[src/rtl/interp_pkg.sv]
// Shared encodings and default widths for the linear-interpolation sequencer.
// Holds the mode codes, the FSM state encoding and the accepted run lengths.
package interp_pkg;

    localparam int ADDR_W_DEFAULT   = 10;
    localparam int DATA_W_DEFAULT   = 16;
    localparam int UP_SHIFT_DEFAULT = 2;

    localparam int MIN_POINTS = 2;
    localparam int MAX_POINTS = 256;

    typedef enum logic [1:0] {
        MODE_LIN    = 2'b00,
        MODE_POLY   = 2'b01,
        MODE_SPLINE = 2'b10
    } mode_e;

    typedef enum logic [2:0] {
        IDLE,
        FETCH0,
        WAIT0,
        FETCH,
        WAIT,
        INTERP,
        LAST,
        DONE
    } state_e;

endpackage

[src/rtl/lin_interp_core.sv]
// Combinational linear interpolator: sample = a + floor(((b - a) * j) / 2**UP_SHIFT).
// The result always lies between a and b, so truncating the sum back to DATA_W never wraps.
module lin_interp_core
    import interp_pkg::*;
#(
    parameter int DATA_W   = DATA_W_DEFAULT,
    parameter int UP_SHIFT = UP_SHIFT_DEFAULT
) (
    input  logic signed [DATA_W-1:0]   a,
    input  logic signed [DATA_W-1:0]   b,
    input  logic        [UP_SHIFT-1:0] j,
    output logic signed [DATA_W-1:0]   sample
);

    localparam int PROD_W = DATA_W + 1 + UP_SHIFT;

    function automatic logic signed [PROD_W-1:0] floor_shift(input logic signed [PROD_W-1:0] x);
        return x >>> UP_SHIFT;
    endfunction

    function automatic logic signed [DATA_W-1:0] trunc_sum(input logic signed [PROD_W-1:0] x);
        return x[DATA_W-1:0];
    endfunction

    logic signed [DATA_W:0]   diff;
    logic signed [PROD_W-1:0] diff_x;
    logic signed [PROD_W-1:0] j_x;
    logic signed [PROD_W-1:0] prod;
    logic signed [PROD_W-1:0] sum;

    always_comb begin
        diff   = (DATA_W+1)'(b) - (DATA_W+1)'(a);
        diff_x = PROD_W'(diff);
        j_x    = PROD_W'({1'b0, j});
        prod   = diff_x * j_x;
        sum    = PROD_W'(a) + floor_shift(prod);
        sample = trunc_sum(sum);
    end

endmodule

[src/rtl/interp_sequencer.sv]
// Reads n_points samples from the input BRAM and writes the L-times upsampled
// linear interpolation to the output BRAM; every output is a register.
module interp_sequencer
    import interp_pkg::*;
#(
    parameter int ADDR_W   = ADDR_W_DEFAULT,
    parameter int DATA_W   = DATA_W_DEFAULT,
    parameter int UP_SHIFT = UP_SHIFT_DEFAULT
) (
    input  logic                     CLK100MHZ,
    input  logic                     reset,
    input  logic                     start,
    input  logic                     abort,
    input  logic        [1:0]        mode,
    input  logic        [ADDR_W-1:0] n_points,
    output logic                     in_en,
    output logic        [ADDR_W-1:0] in_addr,
    input  logic signed [DATA_W-1:0] in_rdata,
    output logic                     out_we,
    output logic        [ADDR_W-1:0] out_addr,
    output logic signed [DATA_W-1:0] out_wdata,
    output logic                     busy,
    output logic                     done,
    output logic                     err
);

    localparam logic [UP_SHIFT-1:0] J_LAST = '1;

    state_e                   state, state_next;
    logic signed [DATA_W-1:0] a_reg, a_next, b_reg, b_next;
    logic        [ADDR_W-1:0] i_reg, i_next, n_reg, n_next;
    logic      [UP_SHIFT-1:0] j_reg, j_next;
    logic        [1:0]        mode_reg, mode_next;
    logic                     start_ok, err_next;
    logic signed [DATA_W-1:0] sample;

    logic                     in_en_next, out_we_next;
    logic        [ADDR_W-1:0] in_addr_next, out_addr_next;
    logic signed [DATA_W-1:0] out_wdata_next;

    lin_interp_core #(
        .DATA_W  (DATA_W),
        .UP_SHIFT(UP_SHIFT)
    ) u_core (
        .a     (a_next),
        .b     (b_next),
        .j     (j_next),
        .sample(sample)
    );

    assign start_ok = (mode == MODE_LIN)
                   && (n_points >= ADDR_W'(MIN_POINTS))
                   && (n_points <= ADDR_W'(MAX_POINTS));

    always_comb begin
        state_next = state;
        a_next     = a_reg;
        b_next     = b_reg;
        i_next     = i_reg;
        j_next     = j_reg;
        n_next     = n_reg;
        mode_next  = mode_reg;
        err_next   = 1'b0;
        unique case (state)
            IDLE: begin
                if (start) begin
                    if (start_ok) begin
                        state_next = FETCH0;
                        n_next     = n_points;
                        mode_next  = mode;
                    end else begin
                        err_next = 1'b1;
                    end
                end
            end
            FETCH0: state_next = WAIT0;
            WAIT0: begin
                a_next     = in_rdata;
                i_next     = '0;
                state_next = FETCH;
            end
            FETCH: state_next = WAIT;
            WAIT: begin
                b_next     = in_rdata;
                j_next     = '0;
                state_next = INTERP;
            end
            INTERP: begin
                j_next = j_reg + UP_SHIFT'(1);
                if (j_reg == J_LAST) begin
                    a_next     = b_reg;
                    i_next     = i_reg + ADDR_W'(1);
                    state_next = (i_reg + ADDR_W'(1) < n_reg - ADDR_W'(1)) ? FETCH : LAST;
                end
            end
            LAST:    state_next = DONE;
            DONE:    state_next = IDLE;
            default: state_next = IDLE;
        endcase
        // Abort wins over whatever transition the current state asked for.
        if (abort && state != IDLE) begin
            state_next = IDLE;
        end
    end

    // Outputs are decoded from the next state so the registered values line up with it.
    always_comb begin
        in_en_next     = (state_next == FETCH0) || (state_next == FETCH);
        in_addr_next   = (state_next == FETCH) ? i_next + ADDR_W'(1) : '0;
        out_we_next    = 1'b0;
        out_addr_next  = '0;
        out_wdata_next = '0;
        if (state_next == INTERP && mode_next == MODE_LIN) begin
            out_we_next    = 1'b1;
            out_addr_next  = (i_next << UP_SHIFT) | ADDR_W'(j_next);
            out_wdata_next = sample;
        end else if (state_next == LAST) begin
            out_we_next    = 1'b1;
            out_addr_next  = (n_next - ADDR_W'(1)) << UP_SHIFT;
            out_wdata_next = b_next;
        end
    end

    always_ff @(posedge CLK100MHZ) begin
        if (reset) begin
            state     <= IDLE;
            a_reg     <= '0;
            b_reg     <= '0;
            i_reg     <= '0;
            j_reg     <= '0;
            n_reg     <= '0;
            mode_reg  <= '0;
            in_en     <= 1'b0;
            in_addr   <= '0;
            out_we    <= 1'b0;
            out_addr  <= '0;
            out_wdata <= '0;
            busy      <= 1'b0;
            done      <= 1'b0;
            err       <= 1'b0;
        end else begin
            state     <= state_next;
            a_reg     <= a_next;
            b_reg     <= b_next;
            i_reg     <= i_next;
            j_reg     <= j_next;
            n_reg     <= n_next;
            mode_reg  <= mode_next;
            in_en     <= in_en_next;
            in_addr   <= in_addr_next;
            out_we    <= out_we_next;
            out_addr  <= out_addr_next;
            out_wdata <= out_wdata_next;
            busy      <= (state_next != IDLE);
            done      <= (state_next == DONE);
            err       <= err_next;
        end
    end

endmodule

[config.mk]
export PLATFORM = sky130hd
export DESIGN_NAME = interp_sequencer
export DESIGN_NICKNAME = d
export VERILOG_FILES = /design/src/rtl/interp_pkg.sv /design/src/rtl/lin_interp_core.sv /design/src/rtl/interp_sequencer.sv
export SDC_FILE = /design/constraint.sdc
export NUM_CORES = 1
export LEC_CHECK = 0
export CAP_MARGIN = 25
export CORE_MARGIN = 8
export CORE_UTILIZATION = 35
export CTS_CLUSTER_SIZE = 8
export DETAILED_ROUTE_END_ITERATION = 8
export PLACE_DENSITY = 0.59
export SKIP_CTS_REPAIR_TIMING = 1
export SYNTH_ARGS = -nofsm -noshare
export SYNTH_HDL_FRONTEND = slang
export SYNTH_SLANG_ARGS = --single-unit
[constraint.sdc]
create_clock -name CLK100MHZ -period 6.8 [get_ports CLK100MHZ]
set_input_delay 1.36 -clock CLK100MHZ [delete_from_list [all_inputs] [get_ports CLK100MHZ]]
set_output_delay 1.36 -clock CLK100MHZ [all_outputs]
set_load 0.01 [all_outputs]
==> flow_results.xml, run 1 <==
<?xml version="1.0" encoding="UTF-8"?>
<metrics>
  <group name="outcome">
    <metric name="status" unit="">completed</metric>
  </group>
  <group name="detailed_routing">
    <metric name="drt.antenna.violating_nets" unit="">0</metric>
    <metric name="routed_via_density" unit="">5.027</metric>
    <metric name="remaining_drc_errors" unit="">0</metric>
    <metric name="detailed_route_via_count" unit="">6420</metric>
    <metric name="firstDrtPassIters" unit="">4</metric>
    <metric name="routedWlPerCell" unit="um">15.48</metric>
    <metric name="drt_initial_violations" unit="">235</metric>
    <metric name="drt_wl_total" unit="mm">19.76</metric>
  </group>
  <group name="cells_and_area">
    <metric name="postLayoutCellArea" unit="um2">9194</metric>
    <metric name="signed_area_change_from_the_synthesized_netlist_to_the_final_layout" unit="%">30.86</metric>
    <metric name="num_antenna_cells" unit="">0</metric>
    <metric name="fillers" unit="">1953</metric>
    <metric name="layout-drive-gt1-share" unit="%">17.48</metric>
    <metric name="fin_cells" unit="">1277</metric>
    <metric name="final_net_count" unit="">1108</metric>
  </group>
  <group name="hold_path">
    <metric name="hold_path_class" unit="">flop to flop</metric>
    <metric name="holdCritStartpoint" unit="">mode_reg[1]$_SDFF_PP0_</metric>
  </group>
  <group name="run">
    <metric name="timing.max_cap.violations" unit="">0</metric>
  </group>
  <group name="logic_synthesis">
    <metric name="synth_top_area_share" unit="%">28.50</metric>
    <metric name="synthesis.instances" unit="">840</metric>
    <metric name="synth_seq_cells" unit="">100</metric>
    <metric name="post_synthesis_instance_area" unit="um2">7025</metric>
    <metric name="postSynthNetCount" unit="">946</metric>
    <metric name="async_reset_ff_share" unit="%">0</metric>
    <metric name="synth.most_common_cell" unit="">nor2_1</metric>
    <metric name="yosysWarnings" unit="">0</metric>
    <metric name="commonest_cells_in_the_netlist" unit="">nor2_1 (137), dfxtp_1 (100), ha_1 (71)</metric>
    <metric name="ys.flop_type" unit="">dfxtp_1</metric>
    <metric name="avg_synthesized_cell_area" unit="um2">8.364</metric>
    <metric name="synth-seq-area-share" unit="%">28.50</metric>
    <metric name="netlist_top_cells_area" unit="">dfxtp_1 (28%), ha_1 (13%), nor2_1 (7.3%)</metric>
    <metric name="synth_edf_count" unit="">0</metric>
    <metric name="yosys.cell_types.count" unit="">82</metric>
    <metric name="netlist.top_cell.by_area" unit="">dfxtp_1</metric>
  </group>
  <group name="grt">
    <metric name="first_global_vias" unit="">6440</metric>
    <metric name="grt_pass1_wl" unit="mm">31.99</metric>
    <metric name="gr-usage-all-layers" unit="%">16.19</metric>
    <metric name="grt_start_max_net_pins" unit="">60</metric>
    <metric name="initial_antenna_violation_count" unit="">0</metric>
    <metric name="globalRoute.totalOverflow" unit="">0</metric>
  </group>
  <group name="floorplan">
    <metric name="die_h" unit="um">157.7</metric>
    <metric name="core_region_area" unit="um2">19970</metric>
    <metric name="std_cell_rows" unit="">52</metric>
    <metric name="io_pins" unit="">73</metric>
    <metric name="initial_utilization" unit="%">35.17</metric>
    <metric name="die-width" unit="um">157.7</metric>
    <metric name="die_area" unit="um2">24860</metric>
  </group>
  <group name="place">
    <metric name="detailed_place.area" unit="um2">8721</metric>
    <metric name="routabilityCongestion" unit="">0.8518</metric>
    <metric name="detailedPlace.worstSlack" unit="ps">-398.7</metric>
    <metric name="dpl.hpwl" unit="mm">15.02</metric>
    <metric name="io_buffers" unit="">72</metric>
    <metric name="post-place-cells" unit="">1256</metric>
  </group>
  <group name="clock_tree">
    <metric name="cts_tree" unit="">yes</metric>
    <metric name="clk_latency" unit="ps">360</metric>
    <metric name="clock-root-buffer" unit="">clkbuf_16</metric>
    <metric name="clock_tree.htree_level_count" unit="">3</metric>
    <metric name="cts_buffer_depth" unit="">2</metric>
    <metric name="total_cts_buffers" unit="">9</metric>
    <metric name="cts.sink_count" unit="">100</metric>
    <metric name="clock_slew_at_the_register_clock_pins_of_the_worst_setup_and_hold_paths" unit="ps">80</metric>
  </group>
  <group name="timing">
    <metric name="timing.fmax" unit="MHz">154.1</metric>
    <metric name="setup_ws" unit="ps">311.2</metric>
    <metric name="finalSetupViolCount" unit="">0</metric>
    <metric name="setup_repair_after_global_routing_missed_its_margin" unit="">true</metric>
    <metric name="minimum_clock_period" unit="ps">6489</metric>
    <metric name="timing.final.crit_share" unit="%">95.42</metric>
    <metric name="fin_hold_viols" unit="">0</metric>
    <metric name="slew_headroom" unit="%">49.83</metric>
    <metric name="timing_worst_slew_pin_value" unit="ps">747.5</metric>
    <metric name="worst_clock_skew" unit="ps">13.97</metric>
    <metric name="maxSlewViolCount" unit="">0</metric>
  </group>
  <group name="worst_setup_path">
    <metric name="crit-reg2reg-launch" unit="">state[0]$_SDFF_PP0_</metric>
    <metric name="cp-start-kind" unit="">input pin</metric>
    <metric name="crit_start" unit="">in_rdata[1]</metric>
    <metric name="worst-path-max-fanout" unit="">4</metric>
    <metric name="cp_data_arrival_time" unit="ps">6710</metric>
    <metric name="worstSetupEndpointType" unit="">flop</metric>
    <metric name="cp.required" unit="ps">7030</metric>
    <metric name="timing_worst_setup_path_type" unit="">input pin to flop</metric>
  </group>
  <group name="pwr">
    <metric name="power.static_leakage" unit="nW">4.312</metric>
    <metric name="power_frac_comb" unit="%">8.1</metric>
    <metric name="clkPwrFrac" unit="%">44.7</metric>
    <metric name="p_per_area" unit="nW/um2">135.5</metric>
    <metric name="worst_vdd_rail_ir_drop" unit="uV">105.1</metric>
    <metric name="internal_pwr_total" unit="mW">0.9313</metric>
    <metric name="net-switching-power" unit="mW">0.3145</metric>
    <metric name="report.power.total" unit="mW">1.246</metric>
    <metric name="sequentialPowerShare" unit="%">47.2</metric>
    <metric name="power.switching_fraction" unit="%">25.24</metric>
  </group>
</metrics>
worst max-delay path, cell delays in order:
cell and delay (ps):
clkdlybuf4s50_1 420, a22o_1 210, a21oi_2 170, ha_1 260, a21o_1 200, o221ai_2 170
a211oi_2 120, a31oi_2 250, o31ai_2 140, a2111oi_2 420, nor3_1 130, xnor2_1 220
nor2_1 70, ha_1 290, ha_1 310, buf_4 140, o21a_1 150, o2bb2ai_1 230
xnor2_1 150, ha_1 290, nand3_1 80, nand2_1 60, a311oi_2 250, buf_4 160
o21bai_1 60, a21o_1 190, xnor2_1 130, o22ai_1 80
area by class of cell:
class / instances / area, um2 / share of cell area (%)
clock inverter: 7 / 82.58 / 0.8982
tap: 270 / 337.8 / 3.674
multi-input combinational: 659 / 4811 / 52.33
timing repair buffer: 180 / 1540 / 16.75
inverter: 52 / 195.2 / 2.123
clock buffer: 9 / 225.2 / 2.450
sequential: 100 / 2002 / 21.77
power by group through the flow:
| stage | registers (mW) | logic, mW | clock network, mW |
|---|---|---|---|
| 2_1_floorplan | 0.602 | 0.0509 | 0 |
| 6_report | 0.588 | 0.100 | 0.557 |
| 3_5_place_dp | 0.602 | 0.0960 | 0 |
| 4_1_cts | 0.588 | 0.0968 | 0.572 |
| 5_1_grt | 0.589 | 0.110 | 0.587 |
| 3_3_place_gp | 0.602 | 0.0958 | 0 |
placed cells by master, fill, tap and decap left out, types with 5 or more instances in the layout:
| master | n |
|---|---|
| a21o_1 | 15 |
| a21oi_1 | 36 |
| a21oi_2 | 6 |
| a22o_1 | 9 |
| a22oi_1 | 6 |
| and2_1 | 7 |
| and3_1 | 7 |
| buf_4 | 106 |
| clkbuf_16 | 9 |
| clkdlybuf4s50_1 | 70 |
| dfxtp_1 | 100 |
| ha_1 | 70 |
| inv_1 | 49 |
| mux2i_1 | 25 |
| nand2_1 | 43 |
| nand2b_1 | 11 |
| nand3_1 | 20 |
| nor2_1 | 137 |
| nor2b_1 | 19 |
| nor3_1 | 17 |
| nor3b_1 | 5 |
| nor4_1 | 5 |
| o211ai_1 | 5 |
| o21ai_0 | 16 |
| o21ai_1 | 8 |
| o21bai_1 | 5 |
| o22ai_1 | 24 |
| xnor2_1 | 37 |
| xor2_1 | 33 |
logic make-up (layout without fill, tap and decap cells):
kind of cell / after synthesis / after routing / synth area share (%)
AOI/OAI and AO/OA: 188 / 188 / 19.27
and+or+nand+nor: 292 / 292 / 19.66
adders and majority gates: 76 / 76 / 13.86
DFF: 100 / 100 / 28.50
buffers and inverters: 81 / 248 / 4.844
muxes: 30 / 30 / 4.577
xor gates and xnor gates: 73 / 73 / 9.296
stage by stage:
stage | hold slack [ps] | utilization (%) | setup TNS (ps)
floorplan | 420.9 | - | 0
global placement | 435.5 | 43.59 | -924.0
detailed placement | 438.7 | 43.66 | -1093
CTS | 456.9 | 45.20 | -39.44
global route | 486.7 | 46.03 | -81.06
finish | 457.7 | 46.03 | 0
layer usage:
| layer | up-vias | track usage (%) | wire length [um] |
|---|---|---|---|
| met5 | - | 0 | 0 |
| met4 | 0 | 5.485 | 362 |
| met3 | 22 | 2.102 | 794 |
| met2 | 108 | 27.96 | 9305 |
| met1 | 3006 | 20.32 | 9302 |
| li1 | 3284 | - | - |
final timing paths:
path | to | slack (ps) | cells past startpoint
worst min register to register | mode_reg[1]$_SDFF_PP0_ | 460 | 1
worst max-delay path | out_wdata[14]$_SDFF_PP0_ | 310 | 28
worst max register to register | out_wdata[14]$_SDFF_PP0_ | 500 | 32
worst min-delay path | mode_reg[1]$_SDFF_PP0_ | 460 | 1
(Power assumes the default switching activity.)
==> run 2, diff against run 1 <==
Settings changed: CTS_CLUSTER_DIAMETER set to 40.
==> results of run 2 <==
Final layout, timing and power as in run 1 (identical DEF).
